File: config.mk
export PLATFORM = sky130hd
export DESIGN_NAME = qft_phase_sched
export DESIGN_NICKNAME = d
export VERILOG_FILES = /design/src/rtl/qft_phase_sched.sv
export SDC_FILE = /design/constraint.sdc
export NUM_CORES = 1
export LEC_CHECK = 0
export CAP_MARGIN = 20
export CORE_ASPECT_RATIO = 1.4
export CORE_MARGIN = 1.5
export CORE_UTILIZATION = 55
export CTS_CLUSTER_DIAMETER = 80
export DETAILED_ROUTE_END_ITERATION = 16
export PLACE_DENSITY = 0.81
export SETUP_SLACK_MARGIN = 0.15
export SYNTH_ARGS = -nofsm -noshare
export SYNTH_HDL_FRONTEND = slang
export SYNTH_SLANG_ARGS = --single-unit
export TNS_END_PERCENT = 50
File: constraint.sdc
create_clock -name clk -period 7.53 [get_ports clk]
set_input_delay 0.753 -clock clk [delete_from_list [all_inputs] [get_ports clk]]
set_output_delay 0.753 -clock clk [all_outputs]
set_load 0.03 [all_outputs]
File: src/rtl/qft_phase_sched.sv
// rtl/qft_phase_sched.sv - 8-point QFT phase-rotation scheduler with stallable issue/result pipeline
// Loads N samples, then streams each through an external complex multiplier with twiddle table[(k*j) mod N].
module qft_phase_sched #(
    parameter int N_LOG2 = 3
) (
    input  logic               clk,
    input  logic               rst_n,
    input  logic               start,
    input  logic [2:0]         k,
    output logic               busy,
    output logic               done,
    input  logic               s_valid,
    output logic               s_ready,
    input  logic signed [7:0]  s_in_r,
    input  logic signed [7:0]  s_in_i,
    output logic signed [7:0]  mul_in_r,
    output logic signed [7:0]  mul_in_i,
    output logic signed [11:0] mul_cos,
    output logic signed [11:0] mul_sin,
    input  logic signed [12:0] mul_out_r,
    input  logic signed [12:0] mul_out_i,
    output logic               m_valid,
    input  logic               m_ready,
    output logic signed [12:0] m_out_r,
    output logic signed [12:0] m_out_i,
    output logic [2:0]         m_idx
);

    localparam int N  = 1 << N_LOG2;
    localparam int JW = N_LOG2 + 1;
    localparam logic [JW-1:0] N_J      = JW'(N);
    localparam logic [JW-1:0] LAST_J   = JW'(N - 1);
    localparam logic [2:0]    LAST_IDX = 3'(N - 1);

    localparam logic signed [11:0] P1 = 12'sd1024;
    localparam logic signed [11:0] M1 = -12'sd1024;
    localparam logic signed [11:0] PH = 12'sd724;
    localparam logic signed [11:0] MH = -12'sd724;
    localparam logic signed [11:0] Z0 = 12'sd0;

    typedef enum logic [1:0] {S_IDLE, S_LOAD, S_ROT, S_DONE} state_t;

    state_t state_q, state_d;
    logic [JW-1:0]      j_q, j_d;
    logic [2:0]         k_q, k_d;
    logic               op_valid_q, op_valid_d;
    logic [2:0]         op_idx_q, op_idx_d;
    logic signed [7:0]  mul_in_r_q, mul_in_r_d, mul_in_i_q, mul_in_i_d;
    logic signed [11:0] mul_cos_q, mul_cos_d, mul_sin_q, mul_sin_d;
    logic               m_valid_q, m_valid_d;
    logic signed [12:0] m_out_r_q, m_out_r_d, m_out_i_q, m_out_i_d;
    logic [2:0]         m_idx_q, m_idx_d;

    logic signed [7:0]  samp_r_q [N];
    logic signed [7:0]  samp_i_q [N];
    logic               wr_en;
    logic               adv;
    logic [2:0]         tw_idx;
    logic [23:0]        tw;

    function automatic logic [23:0] twiddle(input logic [2:0] idx);
        case (idx)
            3'd0:    twiddle = {P1, Z0};
            3'd1:    twiddle = {PH, PH};
            3'd2:    twiddle = {Z0, P1};
            3'd3:    twiddle = {MH, PH};
            3'd4:    twiddle = {M1, Z0};
            3'd5:    twiddle = {MH, MH};
            3'd6:    twiddle = {Z0, M1};
            default: twiddle = {PH, MH};
        endcase
    endfunction

    // 3-bit product wraps naturally, giving (k*j) mod 8
    assign tw_idx = k_q * j_q[2:0];
    assign tw     = twiddle(tw_idx);
    assign adv    = !m_valid_q || m_ready;

    always_comb begin
        state_d    = state_q;
        j_d        = j_q;
        k_d        = k_q;
        op_valid_d = op_valid_q;
        op_idx_d   = op_idx_q;
        mul_in_r_d = mul_in_r_q;
        mul_in_i_d = mul_in_i_q;
        mul_cos_d  = mul_cos_q;
        mul_sin_d  = mul_sin_q;
        m_valid_d  = m_valid_q;
        m_out_r_d  = m_out_r_q;
        m_out_i_d  = m_out_i_q;
        m_idx_d    = m_idx_q;
        wr_en      = 1'b0;

        case (state_q)
            S_IDLE: begin
                if (start) begin
                    k_d     = k;
                    j_d     = '0;
                    state_d = S_LOAD;
                end
            end
            S_LOAD: begin
                if (s_valid) begin
                    wr_en = 1'b1;
                    if (j_q == LAST_J) begin
                        j_d     = '0;
                        state_d = S_ROT;
                    end else begin
                        j_d = j_q + 1'b1;
                    end
                end
            end
            S_ROT: begin
                if (adv) begin
                    if (j_q < N_J) begin
                        mul_in_r_d = samp_r_q[j_q[N_LOG2-1:0]];
                        mul_in_i_d = samp_i_q[j_q[N_LOG2-1:0]];
                        mul_cos_d  = tw[23:12];
                        mul_sin_d  = tw[11:0];
                        op_valid_d = 1'b1;
                        op_idx_d   = j_q[2:0];
                        j_d        = j_q + 1'b1;
                    end else begin
                        op_valid_d = 1'b0;
                    end
                end
                if (m_valid_q && m_ready && (m_idx_q == LAST_IDX)) begin
                    state_d = S_DONE;
                end
            end
            default: begin
                state_d = S_IDLE;
            end
        endcase

        // Result register: captures the combinational multiplier product of the held operand
        if (adv) begin
            if (op_valid_q) begin
                m_valid_d = 1'b1;
                m_out_r_d = mul_out_r;
                m_out_i_d = mul_out_i;
                m_idx_d   = op_idx_q;
            end else begin
                m_valid_d = 1'b0;
            end
        end
    end

    always_ff @(posedge clk or negedge rst_n) begin
        if (!rst_n) begin
            state_q    <= S_IDLE;
            j_q        <= '0;
            k_q        <= '0;
            op_valid_q <= 1'b0;
            op_idx_q   <= '0;
            mul_in_r_q <= '0;
            mul_in_i_q <= '0;
            mul_cos_q  <= '0;
            mul_sin_q  <= '0;
            m_valid_q  <= 1'b0;
            m_out_r_q  <= '0;
            m_out_i_q  <= '0;
            m_idx_q    <= '0;
        end else begin
            state_q    <= state_d;
            j_q        <= j_d;
            k_q        <= k_d;
            op_valid_q <= op_valid_d;
            op_idx_q   <= op_idx_d;
            mul_in_r_q <= mul_in_r_d;
            mul_in_i_q <= mul_in_i_d;
            mul_cos_q  <= mul_cos_d;
            mul_sin_q  <= mul_sin_d;
            m_valid_q  <= m_valid_d;
            m_out_r_q  <= m_out_r_d;
            m_out_i_q  <= m_out_i_d;
            m_idx_q    <= m_idx_d;
        end
    end

    always_ff @(posedge clk) begin
        if (wr_en) begin
            samp_r_q[j_q[N_LOG2-1:0]] <= s_in_r;
            samp_i_q[j_q[N_LOG2-1:0]] <= s_in_i;
        end
    end

    assign busy     = (state_q != S_IDLE);
    assign done     = (state_q == S_DONE);
    assign s_ready  = (state_q == S_LOAD);
    assign mul_in_r = mul_in_r_q;
    assign mul_in_i = mul_in_i_q;
    assign mul_cos  = mul_cos_q;
    assign mul_sin  = mul_sin_q;
    assign m_valid  = m_valid_q;
    assign m_out_r  = m_out_r_q;
    assign m_out_i  = m_out_i_q;
    assign m_idx    = m_idx_q;

endmodule
# Word-level counts from Yosys, hierarchy flattened
# Memories as Yosys holds them, arrays and structs flattened. A register that Yosys moved wholly into a read port is not among the register bits.
# Cells that the tools add are included.
[classes] addsub=1 mul=1 magnitude_cmp=1 eq_ne=17 n_mux=18 reduce_logical=16
[op_table] operator="24-bit one-hot mux with 7 select lines" count=1
[op_table] operator="4-bit 2-to-1 mux" count=5
[op_table] operator="3-bit equality test (second input constant)" count=4
[op_table] operator="4-bit one-hot mux with 3 select lines" count=1
[op_table] operator="2-bit inequality test (second input constant)" count=5
[op_table] operator="2-bit 2-to-1 mux" count=4
[op_table] operator="3-bit by 2-bit equality test with 1-bit output (second input constant)" count=2
[op_table] operator="1-bit 2-to-1 mux" count=6
[op_table] operator="2-bit one-hot mux with 3 select lines" count=1
[op_table] operator="2-bit AND reduction" count=3
[op_table] operator="5-bit AND reduction" count=1
[op_table] operator="4-bit by 1-bit adder with 4-bit output (second input constant)" count=1
[op_table] operator="2-bit equality test (second input constant)" count=2
[op_table] operator="4-bit by 3-bit equality test with 1-bit output (second input constant)" count=1
[op_table] operator="4-bit less-than comparator (second input constant)" count=1
[op_table] operator="4-bit AND reduction" count=1
[op_table] operator="3-bit by 1-bit equality test with 1-bit output (second input constant)" count=1
[op_table] operator="1-bit logical NOT" count=3
[op_table] operator="3-bit logical NOT" count=1
[op_table] operator="3-bit by 3-bit multiplier with 3-bit output" count=1
[op_table] operator="3-bit AND reduction" count=1
[op_table] operator="3-bit nonzero test" count=1
[op_table] operator="2-bit by 1-bit equality test with 1-bit output (second input constant)" count=1
[op_table] operator="1-bit logical AND" count=2
[op_table] operator="other kinds (4)" count=4
[totals] ff_bits=67 ram_bits=128 input_bits=50 output_inout_bits=73 word_cells=67 n_memories=2
[memory_table] name="samp_i_q" depth=8 width=8 read_ports=1 rd_clocked_by_memory_dff=1 write_ports=1 line_no="55" text="logic signed [7:0] samp_i_q [N];"
[memory_table] name="samp_r_q" depth=8 width=8 read_ports=1 rd_clocked_by_memory_dff=1 write_ports=1 line_no="54" text="logic signed [7:0] samp_r_q [N];"

# Longest topological paths before layout
# Gate-level depths: netlist of run 1.
[logic_depth] depth_word=4 ltp_mapped=8

# Least setup slack after synthesis of run 1
# OpenSTA, ideal clock, no wires.
[synth_path] path_type="reg-to-reg" startpoint="register state_q[1]" endpoint="memory samp_i_q[2][0], enable pin" setup_time_ns=0.409 arrival_time_ns=2.257 t_required_ns=7.121 slack_ns=4.864 stages_incl_launch_ff=5 n_path_buf=0 period_less_slack_ns=2.666 path_cell_list="dfrtp_1 > inv_1 > ha_1 > nand3_1 > nor3_1"
[synth_between] elab_chain_cells=4
[synth_rtl] item="start, declared" line_no="43" text="state_t state_q, state_d;"
[synth_rtl] item="start signal, assigned" line_no="166" text="state_q <= state_d;"
[synth_rtl] item="2-bit by 1-bit equality test with 1-bit output"
[synth_rtl] item="net s_ready" line_no="13" text="output logic s_ready,"
[synth_rtl] item="1-bit 2-to-1 mux" line_no="95" text="case (state_q)"
[synth_rtl] item="1-bit 2-to-1 mux" line_no="183" text="if (wr_en) begin"
[synth_rtl] item="1-bit 2-to-1 mux (implied by the code)" line_no="185" text="samp_i_q[j_q[N_LOG2-1:0]] <= s_in_i;"
[synth_rtl] item="end, declared" line_no="55"
# The timed path passes the listed nets, and every way through them passes these cells.

# Worst setup path after layout of run 1
[layout_path] startpoint="register state_q[1]" endpoint="output s_ready"
[layout_between] elab_chain_cells=1
[layout_rtl] item="2-bit by 1-bit equality test with 1-bit output" line_no="191" text="assign s_ready = (state_q == S_LOAD);"
[layout_rtl] item="end, declared" line_no="13"
# Every way passes these cells.

==> results of run 1 <==
## per-layer routing
| layer | wire length [um] | part of all wire, % |
|---|---|---|
| met1 | 5640 | 38 |
| met2 | 8130 | 54 |
| met5 | 0 | 0 |
| met4 | 159 | 1.1 |
| met3 | 1110 | 7.4 |
## power breakdown
| part | total (mW) | switching [mW] | leakage (nW) | internal, mW |
|---|---|---|---|---|
| Clock | 0.833 | 0.400 | 0.267 | 0.433 |
| Sequential | 1.47 | 0.129 | 1.99 | 1.34 |
| Combinational | 1.37 | 0.745 | 1.26 | 0.625 |
| Total | 3.67 | 1.27 | 3.52 | 2.40 |
## cells in the mapped netlist, drive strengths merged (4+ instances only)
master	n
nand3	8
inv	5
mux2	35
nor2	13
edfxtp	128
dfrtp	68
ha	7
clkbuf	8
mux4	32
a22o	4
buf	28
o21ai	22
nor3	4
nand2b	4
nand2	34
mux2i	19
## metrics by stage
stage                     instance area [sq um]  hold WS, ns
after floorplan                            7820        0.446
after global placement                     9110        0.462
after detailed placement                   9110        0.464
after CTS                                  9660        0.480
after global routing                       9710        0.508
final                                      9710        0.479
## path summary, 6_finish.rpt
path                              from          end  slack (ns)  cells after the start
max                         state_q[1]      s_ready        4.81                      3
min in group asynchronous        rst_n  m_out_r[12]        0.52                      2
max in group asynchronous        rst_n       j_q[1]        6.40                      2
max reg2reg                     j_q[2]   mul_cos[8]        5.01                      6
min                        mul_cos[11]  mul_cos[11]        0.48                      2
min reg2reg                mul_cos[11]  mul_cos[11]        0.48                      2
## flip-flops by register name, indices dropped and copies added, names as in the netlist, 2 cells and up
name,flops
mul_in_i,8
m_idx,3
samp_i_q,64
samp_r_q,64
state_q,2
m_out_r,13
mul_sin,4
op_idx_q,3
mul_in_r,8
mul_cos,5
k_q,3
m_out_i,13
j_q,4
## area by class of cell
class                   count  share of cell area [%]
multi-input cells         208                    21.1
inverters                   5                   0.193
clock inverters            14                    1.24
repair buffers            132                    13.5
well taps                 185                    2.38
flip-flops and latches    196                    57.1
clock buffers              18                    4.42
## worst max-delay path, stage by stage, from the launching register on
cell and delay [ns]:
sky130_fd_sc_hd__dfrtp_1 0.43, sky130_fd_sc_hd__inv_1 0.10, sky130_fd_sc_hd__ha_1 0.29, sky130_fd_sc_hd__clkdlybuf4s50_1 0.72
## logic make-up after synthesis
family          after synthesis
simple gates                 73
other cells                   1
buf+inv                      41
compound gates               35
xor+xnor                      3
fa+ha+maj                     7
mux                          86
flops                       196
==> reports/summary.json, run 1 <==
{
  "clock_tree": {
    "cts_tree": "built",
    "cts_sinks": 196,
    "clk-insertion-delay-late_ns": 0.42,
    "postCtsResizedCells": 0,
    "root_buffer": "sky130_fd_sc_hd__clkbuf_16",
    "clk_path_buf_depth": 2,
    "ctsHtreeMaxLevel": 4,
    "cts_buffers": 17,
    "cts_hold_buf": 0,
    "post-cts-setup-buffers": 0,
    "path_clk_slew_ns": 0.07
  },
  "synthesis": {
    "post_synth_mux_area_share_pct": 16.9,
    "synth_top_cell_area_share_pct": 49.2,
    "ffs_w_async_s_r_synth_pct": 34.7,
    "syn_inst": 442,
    "yosys.area_share.xor_xnor_pct": 0.529,
    "synth.avg_cell_area_sq_um": 17.7,
    "adder_cell_share_of_the_synthesized_area_pct": 1.12,
    "synth_top_cells_by_area": "sky130_fd_sc_hd__edfxtp_1 (49%), sky130_fd_sc_hd__dfrtp_1 (22%), sky130_fd_sc_hd__mux4_2 (8.4%), sky130_fd_sc_hd__mux2_2 (5.0%), sky130_fd_sc_hd__mux2i_1 (2.4%)",
    "syn-cell-area_sq_mm": 0.00781,
    "yosysTopAreaCell": "sky130_fd_sc_hd__edfxtp_1",
    "combinational_family_with_the_most_area_after_synthesis": "multiplexers",
    "synth-edff-count": 128,
    "yosys_warnings": 0,
    "yosysSeqAreaShare_pct": 71.0,
    "synth_cell_types": 42,
    "ys_dominant_reg_cell": "sky130_fd_sc_hd__edfxtp_1",
    "synth-simple-area-share_pct": 4.34,
    "postSynthRegisterBits": 196,
    "compound_cell_area_share_of_the_yosys_netlist_pct": 3.01
  },
  "grt": {
    "grt_start_max_net_pins": 69,
    "grt.busiest_layer": "met2",
    "global_route.usage.met3_pct": 5.36,
    "first_global_vias": 4413,
    "gr-usage-met1_pct": 26.1,
    "grt_overflow": 0,
    "grt_first_pass_wirelength_um": 23800,
    "grt_usage_pct": 21.3,
    "gr_util_met2_pct": 37.2,
    "grt_antenna_before_repair": 0
  },
  "timing": {
    "skew_ns": 0.00725,
    "timing.final.ws_setup_ns": 4.81,
    "setup_repair_after_global_routing_missed_its_margin": "no",
    "post_route_fraction_of_the_period_consumed_by_the_critical_path_pct": 36.1,
    "max_freq_ghz": 0.367,
    "finalSetupViolCount": 0,
    "period_minus_slack_ns": 2.72,
    "fin_tns_setup_ns": 0,
    "report.final.slew_viol_count": 0,
    "worst_slew_margin_rel_pct": 41.7,
    "worst_slew_pin_slew_ns": 0.874,
    "hold_viol": 0
  },
  "critical_path": {
    "crit_path_end_kind": "primary output",
    "startpoint_type": "flop",
    "required_ns": 6.78,
    "worst-setup-path-type": "flop to primary output",
    "timing.critical_path.arrival_ns": 1.97,
    "critical_path_peak_fanout": 7
  },
  "status": {
    "outcome": "complete, no violations"
  },
  "route": {
    "ant_nets": 0,
    "firstDrtPassIters": 5,
    "routed_wire_length_per_instance_um": 19.8,
    "drc": 0,
    "via_count": 4258,
    "via_per_inst": 5.62,
    "detail_route.wirelength_um": 15000,
    "first_iter_violations": 255
  },
  "die": {
    "die-height_um": 144,
    "initial_core_util_pct": 56.2,
    "core_sq_mm": 0.0139,
    "dieArea_sq_mm": 0.0149,
    "floorplan.io_pins": 123,
    "row_count": 51,
    "dieWidth_um": 104
  },
  "layout": {
    "layout.cells.most_common": "sky130_fd_sc_hd__edfxtp_1",
    "sequential_cell_area_sq_mm": 0.00555,
    "nNetsFinal": 617,
    "inserted_diodes": 0,
    "drive_above_1_share_pct": 20.9,
    "n_fill_cell": 922,
    "final_core_utilization_pct": 69.8,
    "finalNonFillerCells": 758,
    "layout_common_cells": "sky130_fd_sc_hd__edfxtp_1 (128), sky130_fd_sc_hd__clkdlybuf4s50_1 (117), sky130_fd_sc_hd__dfrtp_1 (67), sky130_fd_sc_hd__mux2_2 (35), sky130_fd_sc_hd__nand2_1 (32)",
    "multi_input_area_sq_mm": 0.00205,
    "area_delta_synth_final_pct": 24.3
  },
  "hold_path": {
    "hp-class": "flop to flop"
  },
  "power_and_ir_drop": {
    "power.density_cell_area_mw_per_mm2": 378,
    "static_leakage_nw": 3.52,
    "total_power_mw": 3.67,
    "worst_ir_drop_vdd_mv": 0.232
  },
  "placement": {
    "placement.setup.worst_slack_ns": 4.47,
    "gp_congestion": 0.747,
    "port_buffers": 118,
    "place.detailed.hpwl_um": 9620,
    "placedCellCount": 724
  },
  "job": {
    "max_cap_violations": 0
  }
}
No activity file was read; power rests on OpenSTA's default activity.
==> run 2: changes to the inputs <==
--- a/config.mk
+++ b/config.mk
@@ -8,10 +8,10 @@
 export CAP_MARGIN = 20
 export CORE_ASPECT_RATIO = 1.4
 export CORE_MARGIN = 1.5
-export CORE_UTILIZATION = 55
+export CORE_UTILIZATION = 48
 export CTS_CLUSTER_DIAMETER = 80
 export DETAILED_ROUTE_END_ITERATION = 16
-export PLACE_DENSITY = 0.81
+export PLACE_DENSITY = 0.75
 export SETUP_SLACK_MARGIN = 0.15
 export SYNTH_ARGS = -nofsm -noshare
 export SYNTH_HDL_FRONTEND = slang
==> constraint.sdc (replaced) <==
create_clock -name clk -period 2.5 [get_ports clk]
set_input_delay 0.25 -clock clk [delete_from_list [all_inputs] [get_ports clk]]
set_output_delay 0.25 -clock clk [all_outputs]
set_load 0.03 [all_outputs]
==> run 2 against run 1 <==
Register-to-register slack worse by 4.4 ns. Via count down 1.5%. Sequential power rose to 3.0 times the previous value. Count of clock-buffer cells in the layout down 1. Non-clock buffer count up 5. Hold slack worse by 0.11 ns. Sequential cell count unchanged. Critical endpoint unchanged. Clock skew up 0.0082 ns. Highest routed layer unchanged. Global-route usage down 2.7 points.
==> reports/summary.json, run 2 (synthesis results as in run 1) <==
{
  "status": {
    "outcome": {"value": "complete, no violations", "change": "unchanged"}
  },
  "clock_tree": {
    "clk_path_buf_depth": {"value": 2, "change": "unchanged"},
    "cts_sinks": {"value": 196, "change": "unchanged"},
    "clk-insertion-delay-late": {"value": 0.44, "unit": "ns", "change": "was 0.42 ns"},
    "post-cts-setup-buffers": {"value": 0, "change": "unchanged"},
    "cts_tree": {"value": "built", "change": "unchanged"},
    "cts_buffers": {"value": 17, "change": "unchanged"},
    "ctsHtreeMaxLevel": {"value": 4, "change": "unchanged"},
    "root_buffer": {"value": "sky130_fd_sc_hd__clkbuf_16", "change": "unchanged"},
    "path_clk_slew": {"value": 0.07, "unit": "ns", "change": "about the same"}
  },
  "route": {
    "ant_nets": {"value": 0, "change": "unchanged"},
    "detail_route.wirelength": {"value": 14800, "unit": "um", "change": "was 15000 um"},
    "first_iter_violations": {"value": 158, "change": "was 255"},
    "via_per_inst": {"value": 5.40, "change": "was 5.62"},
    "routed_wire_length_per_instance": {"value": 19.0, "unit": "um", "change": "was 19.8 um"},
    "drc": {"value": 0, "change": "unchanged"},
    "firstDrtPassIters": {"value": 4, "change": "was 5"},
    "via_count": {"value": 4196, "change": "was 4258"}
  },
  "layout": {
    "area_delta_synth_final": {"value": 25.2, "unit": "%", "change": "was 24.3%"},
    "drive_above_1_share": {"value": 21.5, "unit": "%", "change": "was 20.9%"},
    "nNetsFinal": {"value": 622, "change": "was 617"},
    "layout.cells.most_common": {"value": "sky130_fd_sc_hd__edfxtp_1", "change": "unchanged"},
    "inserted_diodes": {"value": 0, "change": "unchanged"},
    "final_core_utilization": {"value": 61.0, "unit": "%", "change": "was 69.8%"},
    "layout_common_cells": {"value": "sky130_fd_sc_hd__edfxtp_1 (128), sky130_fd_sc_hd__clkdlybuf4s50_1 (117), sky130_fd_sc_hd__dfrtp_1 (67), sky130_fd_sc_hd__mux2_2 (35), sky130_fd_sc_hd__nand2_1 (32)", "change": "unchanged"}
  },
  "timing": {
    "timing.final.ws_setup": {"value": 0.265, "unit": "ns", "change": "was 4.81 ns"},
    "max_freq_ghz": 0.447,
    "fin_tns_setup": {"value": 0, "unit": "ns", "change": "unchanged"},
    "skew": {"value": 0.0154, "unit": "ns", "change": "was 0.00725 ns"},
    "setup_repair_after_global_routing_missed_its_margin": {"value": "no", "change": "unchanged"},
    "hold_slack": {"value": 0.365, "unit": "ns", "change": "was 0.479 ns"},
    "worst_slew_margin_rel": {"value": 58.8, "unit": "%", "change": "was 41.7%"},
    "post_route_fraction_of_the_period_consumed_by_the_critical_path_pct": 89.4,
    "report.final.slew_viol_count": {"value": 0, "change": "unchanged"},
    "hold_viol": {"value": 0, "change": "unchanged"},
    "period_minus_slack_ns": 2.24,
    "finalSetupViolCount": {"value": 0, "change": "unchanged"},
    "worst_slew_pin_slew": {"value": 0.618, "unit": "ns", "change": "was 0.874 ns"}
  },
  "hold_path": {
    "hp-class": {"value": "primary input to async pin", "change": "was flop to flop"}
  },
  "critical_path": {
    "worst-setup-path-type": {"value": "flop to primary output", "change": "unchanged"},
    "required": {"value": 2.25, "unit": "ns", "change": "was 6.78 ns"},
    "cpMaxStageDelayCell": {"value": "sky130_fd_sc_hd__clkdlybuf4s50_1", "change": "unchanged"},
    "critPathMaxStageDelay": {"value": 0.72, "unit": "ns", "change": "about the same"},
    "path_cells": {"value": "inv_1 -> ha_1 -> clkdlybuf4s50_1", "change": "unchanged"},
    "crit_path_end_kind": {"value": "primary output", "change": "unchanged"},
    "cp_delay_by_family_top": {"value": "buffers and inverters", "change": "unchanged"},
    "timing.critical_path.arrival": {"value": 1.99, "unit": "ns", "change": "was 1.97 ns"},
    "critical_path.n_buffers_inverters": {"value": 2, "change": "unchanged"},
    "critical_path_peak_fanout": {"value": 7, "change": "unchanged"},
    "startpoint_type": {"value": "flop", "change": "unchanged"}
  },
  "die": {
    "initial_core_util": {"value": 48.7, "unit": "%", "change": "was 56.2%"},
    "core": {"value": 0.0160, "unit": "sq mm", "change": "was 0.0139 sq mm"},
    "row_count": {"value": 55, "change": "was 51"},
    "floorplan.io_pins": {"value": 123, "change": "unchanged"},
    "dieWidth": {"value": 111, "unit": "um", "change": "was 104 um"},
    "dieArea": {"value": 0.0171, "unit": "sq mm", "change": "was 0.0149 sq mm"},
    "die-height": {"value": 154, "unit": "um", "change": "was 144 um"}
  },
  "power_and_ir_drop": {
    "total_power": {"value": 11.1, "unit": "mW", "change": "was 3.67 mW"},
    "static_leakage": {"value": 3.55, "unit": "nW", "change": "was 3.52 nW"},
    "worst_ir_drop_vdd": {"value": 0.742, "unit": "mV", "change": "was 0.232 mV"},
    "power.density_cell_area": {"value": 1130, "unit": "mW/mm^2", "change": "was 378 mW/mm^2"}
  },
  "grt": {
    "grt_overflow": {"value": 0, "change": "unchanged"},
    "grt_usage": {"value": 18.6, "unit": "%", "change": "was 21.3%"},
    "grt_start_max_net_pins": {"value": 46, "change": "was 69"},
    "grt_first_pass_wirelength": {"value": 23800, "unit": "um", "change": "about the same"},
    "first_global_vias": {"value": 4414, "change": "was 4413"},
    "grt_antenna_before_repair": {"value": 0, "change": "unchanged"}
  },
  "placement": {
    "port_buffers": {"value": 118, "change": "unchanged"},
    "gp_congestion": {"value": 0.749, "change": "was 0.747"},
    "place.detailed.hpwl": {"value": 9880, "unit": "um", "change": "was 9620 um"},
    "placement.setup.worst_slack": {"value": 0.564, "unit": "ns", "change": "was 4.47 ns"}
  },
  "job": {
    "max_cap_violations": {"value": 0, "change": "unchanged"}
  }
}
run 2: final timing paths:
path                         startpoint     endpoint  cells after the start  slack (ns)
min in group clk           mul_out_i[7]   m_out_i[7]                      2        0.42
setup / recovery             state_q[1]      s_ready                      3        0.26
max in group asynchronous         rst_n  mul_in_i[4]                      3        1.48
setup reg to reg             state_q[0]   mul_cos[9]                      5        0.59
hold / removal                    rst_n  m_out_i[12]                      2        0.37
hold reg to reg             mul_in_r[7]  mul_in_r[7]                      2        0.49
run 2: what timing repair did:
action	in CTS	in global routing
hold buffers	1	0
hold endpoints to repair	23	0
resized for setup	0	0
run 2: per-layer routing:
metal / part of all wire (%) / GRT usage [%]
met1: 40 / 22.1
met3: 5.1 / 4.73
met4: 2.1 / 8.12
met2: 53 / 32.1
met5: 0 / 0
run 2: worst register-to-register path, delay by kind of cell (launching register included):
kind	cells	cell delay (ns)
AND/OR/NAND/NOR	1	0.27
adder cells (fa/ha/maj)	1	0.35
buffers and inverters	2	0.39
flip-flops	1	0.43
AO/OA/AOI/OAI	1	0.35
run 2: power by group:
group / internal [mW] / switching (mW)
Sequential: 4.03 / 0.331
Combinational: 1.86 / 2.22
Clock: 1.34 / 1.28
run 2: stage by stage:
stage               cell area, sq um  cells
detailed placement              9190    744
global route                    9780    777
global placement                9190    744
CTS                             9780    777
finish                          9780    777
floorplan                       7830    445
run 2: layout make-up:
cell class                      count  area, sq um
Fill cell                        1177         6260
Sequential cell                   196         5550
Multi-Input combinational cell    208         2050
Timing Repair Buffer              137         1330
Clock buffer                       17          425
Tap cell                          199          249
Clock inverter                     15          155
Inverter                            5         18.8
==> run 3: changes to the inputs <==
--- a/config.mk
+++ b/config.mk
@@ -8,10 +8,11 @@
 export CAP_MARGIN = 20
 export CORE_ASPECT_RATIO = 1.4
 export CORE_MARGIN = 1.5
-export CORE_UTILIZATION = 48
+export CORE_UTILIZATION = 55
 export CTS_CLUSTER_DIAMETER = 80
 export DETAILED_ROUTE_END_ITERATION = 16
-export PLACE_DENSITY = 0.75
+export DONT_BUFFER_PORTS = 1
+export PLACE_DENSITY = 0.73
 export SETUP_SLACK_MARGIN = 0.15
 export SYNTH_ARGS = -nofsm -noshare
 export SYNTH_HDL_FRONTEND = slang
==> run 3 against run 2 <==
Critical path depth rose by 3. Clock power rose by 9.5%. Hold slack worse by 0.26 ns. Total power is 5.6% lower. Critical endpoint is now j_q[3]. Largest power group unchanged. Highest routed layer unchanged.
==> reports/summary.json, run 3 (synthesis results as in run 1) <==
{
  "power_and_ir_drop": {
    "power.density_cell_area": {"value": 1140, "unit": "mW/mm^2", "change": "was 1130 mW/mm^2"},
    "comb_power_share": {"value": 22.3, "unit": "%", "change": "was 36.9%"},
    "switchingPower": {"value": 3.64, "unit": "mW", "change": "was 3.84 mW"},
    "switching_share": {"value": 34.9, "unit": "%", "change": "was 34.7%"},
    "pwr-share-clk": {"value": 27.5, "unit": "%", "change": "was 23.7%"},
    "sequential_fraction_of_design_power": {"value": 50.2, "unit": "%", "change": "was 39.4%"},
    "internal_power": {"value": 6.80, "unit": "mW", "change": "was 7.22 mW"},
    "static_leakage": {"value": 3.35, "unit": "nW", "change": "was 3.55 nW"},
    "worst_ir_drop_vdd": {"value": 0.615, "unit": "mV", "change": "was 0.742 mV"}
  },
  "timing": {
    "post_route_fraction_of_the_period_consumed_by_the_critical_path": {"value": 74.4, "unit": "%", "change": "was 89.4%"},
    "timing.final.ws_setup": {"value": 0.640, "unit": "ns", "change": "was 0.265 ns"},
    "hold_viol": {"value": 0, "change": "unchanged"},
    "report.final.slew_viol_count": {"value": 0, "change": "unchanged"},
    "worst_slew_pin_slew": {"value": 0.863, "unit": "ns", "change": "was 0.618 ns"},
    "period_minus_slack": {"value": 1.86, "unit": "ns", "change": "was 2.24 ns"},
    "skew": {"value": 0.0108, "unit": "ns", "change": "was 0.0154 ns"},
    "finalSetupViolCount": {"value": 0, "change": "unchanged"},
    "worst_slew_margin_rel": {"value": 42.5, "unit": "%", "change": "was 58.8%"},
    "max_freq": {"value": 0.538, "unit": "GHz", "change": "was 0.447 GHz"},
    "hold_slack": {"value": 0.105, "unit": "ns", "change": "was 0.365 ns"},
    "setup_repair_after_global_routing_missed_its_margin": {"value": "no", "change": "unchanged"}
  },
  "grt": {
    "grt_first_pass_wirelength": {"value": 21800, "unit": "um", "change": "was 23800 um"},
    "grt_start_max_net_pins": {"value": 69, "change": "was 46"},
    "grt_usage": {"value": 19.8, "unit": "%", "change": "was 18.6%"},
    "grt_antenna_before_repair": {"value": 0, "change": "unchanged"},
    "grt_overflow": {"value": 0, "change": "unchanged"},
    "first_global_vias": {"value": 4116, "change": "was 4414"}
  },
  "clock_tree": {
    "cts_tree": {"value": "built", "change": "unchanged"},
    "ctsHtreeMaxLevel": {"value": 4, "change": "unchanged"},
    "cts_hold_buf": {"value": 47, "change": "was 1"},
    "path_clk_slew": {"value": 0.07, "unit": "ns", "change": "about the same"},
    "post-cts-setup-buffers": {"value": 0, "change": "unchanged"},
    "root_buffer": {"value": "sky130_fd_sc_hd__clkbuf_16", "change": "unchanged"},
    "clk_path_buf_depth": {"value": 2, "change": "unchanged"},
    "postCtsResizedCells": {"value": 0, "change": "unchanged"},
    "cts_sinks": {"value": 196, "change": "unchanged"},
    "cts_buffers": {"value": 17, "change": "unchanged"},
    "clk-insertion-delay-late": {"value": 0.42, "unit": "ns", "change": "was 0.44 ns"}
  },
  "placement": {
    "port_buffers": {"value": 0, "change": "was 118"},
    "place.detailed.hpwl": {"value": 8880, "unit": "um", "change": "was 9880 um"},
    "placedCellCount": {"value": 618, "change": "was 744"},
    "placement.setup.worst_slack": {"value": 0.653, "unit": "ns", "change": "was 0.564 ns"},
    "gp_congestion": {"value": 0.807, "change": "was 0.749"}
  },
  "critical_path": {
    "required": {"value": 2.80, "unit": "ns", "change": "was 2.25 ns"},
    "critPathMaxStageDelay": {"value": 0.50, "unit": "ns", "change": "was 0.72 ns"},
    "timing.critical_path.arrival": {"value": 2.16, "unit": "ns", "change": "was 1.99 ns"},
    "startpoint_type": {"value": "flop", "change": "unchanged"},
    "cpMaxStageDelayCell": {"value": "sky130_fd_sc_hd__a2111oi_4", "change": "was sky130_fd_sc_hd__clkdlybuf4s50_1"},
    "crit_path_end_kind": {"value": "flop", "change": "was primary output"},
    "ff2ff_setup_slack": {"value": 0.64, "unit": "ns", "change": "was 0.59 ns"},
    "path_cells": {"value": "inv_1 -> ha_1 -> nor2b_1 -> a2111oi_4 -> a21boi_0 -> o21ai_0", "change": "was inv_1 -> ha_1 -> clkdlybuf4s50_1"},
    "critical_path.n_buffers_inverters": {"value": 1, "change": "was 2"},
    "worst-setup-path-type": {"value": "flop to flop", "change": "was flop to primary output"},
    "cp_delay_by_family_top": {"value": "compound AO/OA/AOI/OAI gates", "change": "was buffers and inverters"},
    "critical_path_peak_fanout": {"value": 8, "change": "was 7"}
  },
  "route": {
    "via_count": {"value": 3898, "change": "was 4196"},
    "drc": {"value": 0, "change": "unchanged"},
    "firstDrtPassIters": {"value": 4, "change": "unchanged"},
    "detail_route.wirelength": {"value": 14100, "unit": "um", "change": "was 14800 um"},
    "ant_nets": {"value": 0, "change": "unchanged"},
    "first_iter_violations": {"value": 208, "change": "was 158"},
    "via_per_inst": {"value": 5.59, "change": "was 5.40"},
    "routed_wire_length_per_instance": {"value": 20.3, "unit": "um", "change": "was 19.0 um"}
  },
  "layout": {
    "layout.cells.most_common": {"value": "sky130_fd_sc_hd__edfxtp_1", "change": "unchanged"},
    "inserted_diodes": {"value": 0, "change": "unchanged"},
    "nNetsFinal": {"value": 556, "change": "was 622"},
    "area_delta_synth_final": {"value": 17.2, "unit": "%", "change": "was 25.2%"},
    "layout_common_cells": {"value": "sky130_fd_sc_hd__edfxtp_1 (128), sky130_fd_sc_hd__dfrtp_1 (67), sky130_fd_sc_hd__dlygate4sd3_1 (46), sky130_fd_sc_hd__mux2_2 (35), sky130_fd_sc_hd__nand2_1 (32)", "change": "was sky130_fd_sc_hd__edfxtp_1 (128), sky130_fd_sc_hd__clkdlybuf4s50_1 (117), sky130_fd_sc_hd__dfrtp_1 (67), sky130_fd_sc_hd__mux2_2 (35), sky130_fd_sc_hd__nand2_1 (32)"},
    "finalNonFillerCells": {"value": 697, "change": "was 777"},
    "drive_above_1_share": {"value": 24.8, "unit": "%", "change": "was 21.5%"}
  },
  "die": {
    "row_count": {"value": 51, "change": "was 55"},
    "core": {"value": 0.0139, "unit": "sq mm", "change": "was 0.0160 sq mm"},
    "die-height": {"value": 144, "unit": "um", "change": "was 154 um"},
    "floorplan.io_pins": {"value": 123, "change": "unchanged"},
    "dieWidth": {"value": 104, "unit": "um", "change": "was 111 um"},
    "dieArea": {"value": 0.0149, "unit": "sq mm", "change": "was 0.0171 sq mm"},
    "initial_core_util": {"value": 56.2, "unit": "%", "change": "was 48.7%"}
  },
  "status": {
    "outcome": {"value": "complete, no violations", "change": "unchanged"}
  },
  "job": {
    "max_cap_violations": {"value": 0, "change": "unchanged"}
  },
  "hold_path": {
    "hp-class": {"value": "primary input to flop", "change": "was primary input to async pin"}
  }
}
## run 3: cell type report
cell class	count	area [sq um]
sequential	196	5550
fill	955	4760
multi-input combinational	208	2050
timing repair buffer	71	681
clock buffer	20	437
tap	185	231
clock inverter	12	188
inverter	5	18.8
## run 3: final timing paths
kind,start,end,depth (start not counted)
min reg2reg,op_idx_q[1],op_idx_q[1],2
min,m_ready,m_valid,2
max in group asynchronous,rst_n,j_q[1],2
max,state_q[1],j_q[3],6
max reg2reg,state_q[1],j_q[3],6
min in group asynchronous,rst_n,mul_in_i[2],2
## run 3: power by group through the flow
stage	Clock, mW	Combinational, mW	Sequential, mW
2_1_floorplan	0	1.93	5.20
3_3_place_gp	0	2.16	5.29
6_report	2.87	2.33	5.25
5_1_grt	3.04	2.55	5.31
3_5_place_dp	0	2.23	5.32
4_1_cts	2.92	2.36	5.25
## run 3: metrics by stage
stage / TNS (ns) / instance area (sq um) / total power [mW] / util, %
floorplan: -2.64 / 7830 / 7.12 / -
global placement: 0 / 8040 / 7.45 / 57.8
detailed placement: 0 / 8040 / 7.55 / 57.8
CTS: 0 / 9150 / 10.5 / 65.8
global route: 0 / 9150 / 10.9 / 65.8
finish: 0 / 9150 / 10.4 / 65.8
## run 3: worst reg2reg max path, stage by stage, from the launching register on
cell	delay, ns
sky130_fd_sc_hd__dfrtp_1	0.41
sky130_fd_sc_hd__inv_1	0.10
sky130_fd_sc_hd__ha_1	0.25
sky130_fd_sc_hd__nor2b_1	0.18
sky130_fd_sc_hd__a2111oi_4	0.50
sky130_fd_sc_hd__a21boi_0	0.22
sky130_fd_sc_hd__o21ai_0	0.09
## run 3: per-layer routing
layer / global-route usage [%] / vias to the layer above / wire [um]
met1: 22.0 / 1978 / 5400
li1: - / 1773 / -
met3: 5.32 / 15 / 727
met2: 36.5 / 132 / 7780
met5: 0 / - / 0
met4: 7.97 / 0 / 237
